$ cat src/rtl/pixel_hier_pkg.sv
// Shared types and helpers for the pixel arbitration hierarchy.
// Level-1 schedulers build their event addresses with pack_evt_addr.
package pixel_hier_pkg;

  typedef enum logic [1:0] {
    IDLE     = 2'b00,
    WAIT_GNT = 2'b01,
    EVENT    = 2'b10,
    CLEAR    = 2'b11
  } sched_state_t;

  localparam int PIX_ADDR_W = 2;
  localparam int MAX_GRP_W  = 4;
  localparam int MAX_EVT_W  = MAX_GRP_W + 2 * PIX_ADDR_W;

  // Group index sits in the top bits, so truncating the result
  // to a narrower group width keeps {grp, x, y} intact.
  function automatic logic [MAX_EVT_W-1:0] pack_evt_addr(
    input logic [MAX_GRP_W-1:0]  grp,
    input logic [PIX_ADDR_W-1:0] x,
    input logic [PIX_ADDR_W-1:0] y
  );
    return {grp, x, y};
  endfunction

endpackage

$ cat src/rtl/rr_group_picker.sv
// Combinational round-robin picker: first set bit of req at or after ptr,
// wrapping around. NUM must be a power of two so the index wraps naturally.
module rr_group_picker #(
  parameter int NUM   = 4,
  parameter int IDX_W = $clog2(NUM)
) (
  input  logic [NUM-1:0]   req,
  input  logic [IDX_W-1:0] ptr,
  output logic [IDX_W-1:0] sel,
  output logic             found
);

  logic [IDX_W-1:0] idx;

  always_comb begin
    sel   = '0;
    found = 1'b0;
    idx   = '0;
    for (int i = 0; i < NUM; i++) begin
      idx = ptr + IDX_W'(i);
      if (!found && req[idx]) begin
        sel   = idx;
        found = 1'b1;
      end
    end
  end

endmodule

$ cat src/rtl/pixel_group_scheduler.sv
// Level-1 scheduler: shares one event port between NUM_GROUPS level-0 arbiters,
// granting groups round-robin and clearing the served pixel after each event.
module pixel_group_scheduler
  import pixel_hier_pkg::*;
#(
  parameter int NUM_GROUPS  = 4,
  parameter int GRP_W       = $clog2(NUM_GROUPS),
  parameter int TIMEOUT_CYC = 15
) (
  input  logic                                  clk,
  input  logic                                  rst_n,
  input  logic [NUM_GROUPS-1:0]                 grp_req_i,
  input  logic [NUM_GROUPS-1:0]                 grp_gnt_i,
  input  logic [NUM_GROUPS-1:0][PIX_ADDR_W-1:0] grp_x_add_i,
  input  logic [NUM_GROUPS-1:0][PIX_ADDR_W-1:0] grp_y_add_i,
  output logic [NUM_GROUPS-1:0]                 grp_enable_o,
  output logic [NUM_GROUPS-1:0]                 clr_o,
  output logic [PIX_ADDR_W-1:0]                 clr_x_o,
  output logic [PIX_ADDR_W-1:0]                 clr_y_o,
  output logic                                  evt_valid_o,
  input  logic                                  evt_ready_i,
  output logic [GRP_W+2*PIX_ADDR_W-1:0]         evt_addr_o,
  output logic                                  timeout_o,
  output logic                                  busy_o
);

  localparam int ADDR_W = GRP_W + 2 * PIX_ADDR_W;
  localparam int TCNT_W = 8;

  sched_state_t              state_q, state_d;
  logic [GRP_W-1:0]          sel_q, sel_d;
  logic [GRP_W-1:0]          rr_ptr_q, rr_ptr_d;
  logic [TCNT_W-1:0]         tcnt_q, tcnt_d;
  logic [NUM_GROUPS-1:0]     grp_enable_q, grp_enable_d;
  logic [NUM_GROUPS-1:0]     clr_q, clr_d;
  logic [PIX_ADDR_W-1:0]     clr_x_q, clr_x_d;
  logic [PIX_ADDR_W-1:0]     clr_y_q, clr_y_d;
  logic                      evt_valid_q, evt_valid_d;
  logic [ADDR_W-1:0]         evt_addr_q, evt_addr_d;
  logic                      timeout_q, timeout_d;
  logic                      busy_q, busy_d;

  logic [GRP_W-1:0]          pick_sel;
  logic                      pick_found;

  rr_group_picker #(
    .NUM   (NUM_GROUPS),
    .IDX_W (GRP_W)
  ) u_picker (
    .req   (grp_req_i),
    .ptr   (rr_ptr_q),
    .sel   (pick_sel),
    .found (pick_found)
  );

  // Outputs are computed one cycle ahead so every port comes straight off a flop.
  always_comb begin
    state_d      = state_q;
    sel_d        = sel_q;
    rr_ptr_d     = rr_ptr_q;
    tcnt_d       = tcnt_q;
    grp_enable_d = grp_enable_q;
    clr_d        = '0;
    clr_x_d      = '0;
    clr_y_d      = '0;
    evt_valid_d  = evt_valid_q;
    evt_addr_d   = evt_addr_q;
    timeout_d    = 1'b0;
    busy_d       = busy_q;

    case (state_q)
      IDLE: begin
        if (pick_found) begin
          sel_d        = pick_sel;
          tcnt_d       = '0;
          grp_enable_d = NUM_GROUPS'(1) << pick_sel;
          busy_d       = 1'b1;
          state_d      = WAIT_GNT;
        end
      end
      WAIT_GNT: begin
        if (grp_gnt_i[sel_q]) begin
          evt_addr_d  = ADDR_W'(pack_evt_addr(MAX_GRP_W'(sel_q),
                                              grp_x_add_i[sel_q],
                                              grp_y_add_i[sel_q]));
          evt_valid_d = 1'b1;
          state_d     = EVENT;
        end else if (tcnt_q == TCNT_W'(TIMEOUT_CYC - 1)) begin
          timeout_d    = 1'b1;
          rr_ptr_d     = sel_q + GRP_W'(1);
          grp_enable_d = '0;
          busy_d       = 1'b0;
          state_d      = IDLE;
        end else begin
          tcnt_d = tcnt_q + TCNT_W'(1);
        end
      end
      EVENT: begin
        if (evt_valid_q && evt_ready_i) begin
          evt_valid_d  = 1'b0;
          grp_enable_d = '0;
          clr_d        = NUM_GROUPS'(1) << sel_q;
          clr_x_d      = evt_addr_q[2*PIX_ADDR_W-1:PIX_ADDR_W];
          clr_y_d      = evt_addr_q[PIX_ADDR_W-1:0];
          state_d      = CLEAR;
        end
      end
      CLEAR: begin
        rr_ptr_d = sel_q + GRP_W'(1);
        busy_d   = 1'b0;
        state_d  = IDLE;
      end
      default: state_d = IDLE;
    endcase
  end

  always_ff @(posedge clk) begin
    if (rst_n) begin
      state_q      <= IDLE;
      sel_q        <= '0;
      rr_ptr_q     <= '0;
      tcnt_q       <= '0;
      grp_enable_q <= '0;
      clr_q        <= '0;
      clr_x_q      <= '0;
      clr_y_q      <= '0;
      evt_valid_q  <= 1'b0;
      evt_addr_q   <= '0;
      timeout_q    <= 1'b0;
      busy_q       <= 1'b0;
    end else begin
      state_q      <= state_d;
      sel_q        <= sel_d;
      rr_ptr_q     <= rr_ptr_d;
      tcnt_q       <= tcnt_d;
      grp_enable_q <= grp_enable_d;
      clr_q        <= clr_d;
      clr_x_q      <= clr_x_d;
      clr_y_q      <= clr_y_d;
      evt_valid_q  <= evt_valid_d;
      evt_addr_q   <= evt_addr_d;
      timeout_q    <= timeout_d;
      busy_q       <= busy_d;
    end
  end

  assign grp_enable_o = grp_enable_q;
  assign clr_o        = clr_q;
  assign clr_x_o      = clr_x_q;
  assign clr_y_o      = clr_y_q;
  assign evt_valid_o  = evt_valid_q;
  assign evt_addr_o   = evt_addr_q;
  assign timeout_o    = timeout_q;
  assign busy_o       = busy_q;

endmodule

$ cat config.mk
export PLATFORM = sky130hd
export DESIGN_NAME = pixel_group_scheduler
export DESIGN_NICKNAME = d
export VERILOG_FILES = /design/src/rtl/pixel_hier_pkg.sv /design/src/rtl/rr_group_picker.sv /design/src/rtl/pixel_group_scheduler.sv
export SDC_FILE = /design/constraint.sdc
export NUM_CORES = 1
export LEC_CHECK = 0
export ABC_AREA = 1
export CORE_AREA = 2 2 80 82
export DETAILED_ROUTE_END_ITERATION = 10
export DIE_AREA = 0 0 82 84
export SLEW_MARGIN = 20
export SYNTH_ARGS = -nofsm -noshare
export SYNTH_HDL_FRONTEND = slang
export SYNTH_SLANG_ARGS = --single-unit
$ cat constraint.sdc
create_clock -name clk -period 1.6 [get_ports clk]
set_clock_uncertainty 0.15 [all_clocks]
set_input_delay 0.32 -clock clk [delete_from_list [all_inputs] [get_ports clk]]
set_output_delay 0.32 -clock clk [all_outputs]
set_load 0.05 [all_outputs]
## After elaboration in Yosys (flattened, before gate mapping)

Index checks and enable logic that the tools add are counted.

- Register bits: 35
- Bits of input ports: 27
- Output and inout port bits: 21
- Logic and storage cells: 108

- Add/sub/neg operators: 5
- Magnitude comparators: 5
- Eq/ne operators: 11
- Shift-type cells: 2
- Multiplexer cells: 47
- Bitwise gates (word level): 3
- Reduce and logical (&&, ||, !) cells: 23

Operator list:

| cell | count |
|---|---|
| $mux W2 | 12 |
| $mux W8 | 3 |
| $mux W4 | 4 |
| $pmux W8 S2 | 1 |
| $lt A2 B3 Y1 const B | 5 |
| $mux W1 | 15 |
| $ne A2 B2 Y1 const B | 6 |
| $pmux W4 S3 | 1 |
| $bmux W1 S2 | 5 |
| $reduce_and A3 Y1 | 3 |
| $add A8 B1 Y8 const B | 1 |
| $bmux W2 S2 | 2 |
| $eq A8 B4 Y1 const B | 1 |
| $pmux W2 S4 | 1 |
| $reduce_and A4 Y1 | 2 |
| $shl A1 B2 Y4 const A | 2 |
| $reduce_bool A2 Y1 | 3 |
| $reduce_bool A3 Y1 | 2 |
| $reduce_or A3 Y1 | 2 |
| $reduce_and A5 Y1 | 1 |
| $add A2 B1 Y2 const B | 2 |
| $add A2 B2 Y2 const B | 2 |
| $eq A2 B2 Y1 const B | 2 |
| $logic_and A1 B1 Y1 | 4 |
| other kinds (9) | 14 |

## Depth between registers and ports, before layout

- Depth after elaboration: 15
- Depth in mapped cells: 13
- Depth with buffers taken out: 13

## Modules after synthesis

A second synthesis with hierarchy kept.

- Cell total of the unflattened synthesis: 332
- Area, all modules: 2169.6 um^2

Modules (own cells, without submodules):

| module | instances | cells an instance | area each (um^2) | seq. area each (um^2) |
|---|---|---|---|---|
| pixel_group_scheduler | 1 | 273 | 1850.5 | 700.7 |
| rr_group_picker | 1 | 59 | 319.1 | 0.0 |

## Worst setup path before layout

Ideal clock, no wire load.

- Path type: reg-to-reg
- Start point: reg state_q[0]
- End point: reg grp_enable_q[0] (netlist: grp_enable_o[0])
- Setup time: 0.072 ns
- Arrival: 1.491 ns
- Required time: 1.378 ns
- Path slack: -0.113 ns
- Stages on the path, launching flop included: 10
- Buffers on the path: 0
- Clock period less this slack: 1.713 ns
- Cell sequence: dfxtp_1 ha_1 inv_1 nand2_1 nand2_1 nor2_1 nand2_2 nor2_4 nand3_1 a21oi_1

- Longest elaborated chain between the ends: 3
- Elaborated cells on any way between the ends: 10
- Classes of those cells: 6 x eq/ne; 1 x mux; 3 x reduce/logical

RTL lines:

| element | line | source |
|---|---|---|
| start, declared | pixel_group_scheduler.sv:30 | `sched_state_t state_q, state_d;` |
| start signal, assigned | pixel_group_scheduler.sv:132 | `state_q <= state_d;` |
| $eq A2 B1 Y1, or another cell as far along | pixel_group_scheduler.sv:71 | `case (state_q)` |
| $ne A2 B2 Y1 (no source line) / $reduce_bool A3 Y1 (equally long branches) | -- |  |
| $reduce_and A5 Y1 (no source line) | -- |  |
| end signal, assigned | pixel_group_scheduler.sv:136 | `grp_enable_q <= grp_enable_d;` |
| end, declared | pixel_group_scheduler.sv:34 | `logic [NUM_GROUPS-1:0] grp_enable_q, grp_enable_d;` |

Parallel ways exist; a longest one is shown, timed or not.
A chain may end at the register's enable or synchronous reset.

## Worst setup path in the final report

- Start point: reg rr_ptr_q[0]
- End point: reg tcnt_q[0]

- Longest elaborated chain between the ends: 14
- Elaborated cells on any way between the ends: 23
- Classes of those cells: 3 x add/sub; 1 x eq/ne; 12 x mux; 7 x reduce/logical

RTL lines:

| element | line | source |
|---|---|---|
| start, declared | pixel_group_scheduler.sv:32 | `logic [GRP_W-1:0] rr_ptr_q, rr_ptr_d;` |
| start signal, assigned | pixel_group_scheduler.sv:134 | `rr_ptr_q <= rr_ptr_d;` |
| parallel branches: the longest is 11 deep, another holds $add A2 B1 Y2 | -- |  |
| $mux W1 (*) | rr_group_picker.sv:21 | `if (!found && req[idx]) begin` |
| $ne A2 B2 Y1 (no source line) (*) | -- |  |
| $reduce_and A4 Y1 (no source line) (*) | -- |  |
| end signal, assigned | pixel_group_scheduler.sv:135 | `tcnt_q <= tcnt_d;` |
| end, declared | pixel_group_scheduler.sv:33 | `logic [TCNT_W-1:0] tcnt_q, tcnt_d;` |

Mark *: on every way between the ends. The select of a mux whose other input is x is not followed.

==> impl_results.md <==
* Clock Sink Count at 35
* Placed insts at 457
* Synth Instances at 287
* Drt total wl at 5950 um
* Hpwl dp at 4160 um
* Number of synthesized flops with an enable pin at 0
* Arr. time, crit path at 1.81 ns
* Total GRT Usage at 16.7%
* Rel. slew slack at 75.9%
* Fin crit period at 1.78 ns
* Critical Path RT at 1.63 ns
* DR vias at 2275
* Fmax achieved at 563 MHz
* Post-synthesis async set-or-reset flop share at 0%
* Final period utilization at 111%
* Nets at 430
* Initial antenna violation count at 0
* Maximum clock insertion buffer count at 2
* CTS Hold Bufs at 0
* Pre-antenna DRT Iters at 4
* Yosys Warn Count at 0
* Avg Cell Area, Syn at 7.10 um^2
* First-pass GRT wire length at 8970 um
* Pwr Total at 6720 uW
* Crit path kind: reg2reg
* Register bit total from synthesis at 35
* Final Non-Filler Cells at 475
* Largest net degree at the start of global routing at 15
* Die Ht at 84 um
* Worst Tran Pin Value at 0.360 ns
* Endpoints failing hold at 0
* Hold Path Class: reg2reg
* PwrDens at 1830 mW/mm^2
* VDD IR max at 0.00104 V
* Layout cells sized above 1 at 46.0%
* Core Rows at 29
* Area Growth Syn to Fin at 80.2%
* Register area share after synthesis at 34.4%
* First DRT Iteration DRCs at 67
* CTS tree: built
* TritonCTS buffer count at 5
* CP cell instances: buf_12 > nand2_4 > nand2_4 > nand2_4 > nand2_4 > nor2_8 > nand4_4 > nand2_4 > inv_8 > nand2_8 > nand2_1 > nand2_1 > nor2_1
* Avg Vias per Cell at 4.79
* Starting density of the core at 33.4%
* DIE AREA at 0.00689 mm^2
* Crit-path slowest cell: dfxtp_4
* Mapped Nets at 320
* Antenna diodes at 0
* Post-synthesis cell area at 0.00204 mm^2
* Critical path fanouts, max at 10
* Max Cap Violations at 0
* I/O Buffers at 47
* RSZ-0062 raised after global routing: true
* H-tree depth at 2
* Average wire per standard cell at 12.5 um
* Reg clk slew, reported paths at 0.08 ns
* Final Worst Setup Slack at -0.176 ns
* Clk_lat worst skew at 0.29 ns
* Chip width at 82 um
* Vias in the first global route at 2113
* Startpoint types: register
* Leak pwr at 0.00161 uW
* Failing checks: negative setup slack
* DRT antenna net count at 0
* Final Core Density at 60.2%
* Main flop type after synthesis: dfxtp_1
* Post-synthesis cell type count at 32
* Crit-path leading delay family: simple AND/OR/NAND/NOR gates
* Critical path's most frequent cell: nand2_4
* Status: finished with violations
* Slew Viols, Final at 0
* Placer Congestion at 0.865
* Worst setup EP type: register
* Drc violations at 0
* Gr ovfl total at 0
* Root Buffer: clkbuf_8
* Setup TNS at -2.33 ns
* Ports at 48
* Worst Path Buf+Inv at 2
* Final setup vio count at 17
* Core footprint at 0.00610 mm^2
* Critical Path Max Stage Delay at 0.37 ns
[registers in the layout (all words and copies together), names as in the netlist, named ones only]
| signal | flops |
|---|---|
| rr_ptr_q | 2 |
| evt_addr_o | 6 |
| grp_enable_o | 4 |
| evt_valid_o | 1 |
| clr_x_o | 2 |
| sel_q | 2 |
| timeout_o | 1 |
| clr_y_o | 2 |
| busy_o | 1 |
| clr_o | 4 |
| tcnt_q | 8 |
| state_q | 1 |
[stage by stage]
step | cell area, um^2 | hold WS (ns) | worst slack (ns)
3_3_place_gp | 3210 | 0.323 | -0.484
5_1_grt | 3670 | 0.376 | -0.263
3_5_place_dp | 3210 | 0.320 | -0.574
4_1_cts | 3370 | 0.333 | -0.119
6_report | 3670 | 0.345 | -0.176
2_1_floorplan | 2060 | 0.239 | -0.0159
[tightest hold or removal path, cell delays in order (launching register included)]
cell     delay [ns]
dfxtp_1        0.36
inv_1          0.06
nor2_1         0.04
[final timing paths]
path	startpoint	end	slack, ns	cells past startpoint
worst min register to register	evt_addr_o[2]	clr_x_o[0]	0.34	2
worst max register to register	rr_ptr_q[0]	tcnt_q[0]	-0.18	13
worst min-delay path	evt_addr_o[2]	clr_x_o[0]	0.34	2
worst max-delay path	rr_ptr_q[0]	tcnt_q[0]	-0.18	13
[area by class of cell]
class / instances / area, um^2
clock buffers: 7 / 86.3
clock inverters: 1 / 5.00
fillers: 527 / 2430
inverters: 30 / 131
multi-input cells: 217 / 1460
flip-flops and latches: 35 / 713
well taps: 77 / 96.3
repair buffers: 108 / 1170
[routing by layer]
layer	routed length [um]	GRT usage [%]	vias to the layer above
met5	0	0	-
met4	130	6.67	0
met3	353	4.44	12
met2	2970	28.2	60
met1	2490	19.5	1037
li1	-	-	1166
[power breakdown]
group / internal [uW] / switching [uW]
clock: 347 / 314
combinational: 2150 / 2640
sequential: 1070 / 207
[cell usage after synthesis, types with 3 or more instances]
library cell  count  area [um^2]
nand2_1          67          251
dfxtp_1          35          701
nor2_1           28          105
a21oi_1          25          125
inv_1            25         93.8
nand3_1          22          110
nand2_2          18          113
o21ai_0          14         70.1
ha_1              6         75.1
nand4_1           5         31.3
a21oi_2           4         35.0
a221oi_1          4         35.0
inv_2             4         15.0
nor3_1            3         15.0
xnor2_1           3         26.3
xor2_1            3         26.3
[cells in the final DEF, fill, tap and decap left out, drive strengths merged]
cell,n
or2,1
nor2,30
a21oi,29
nand4,6
buf,82
dlygate4sd2,3
nor3,3
xnor2,3
clkinvlp,1
inv,29
nand3,24
ha,6
a211oi,1
o21a,1
a41oi,1
clkdlybuf4s50,20
nor4,1
clkbuf,7
o21ai,15
nand2,89
dlymetal6s2s,3
clkinv,1
dfxtp,35
a221oi,4
xor2,3
[what timing repair did]
action | in CTS | in global routing
setup buffers | 2 | 7
pin swaps | 9 | 18
gates resized for setup | 23 | 75
gates cloned | 1 | 0
setup endpoints to repair | 26 | 26
[kinds of logic after synthesis]
family	share of synthesized area, %
and+or+nand+nor	37.0
AOI/OAI and AO/OA	15.0
buffers and inverters	7.37
DFF	34.4
xor gates and xnor gates	2.58
adders and majority gates	3.69
Power figures use the tool's default switching activity.
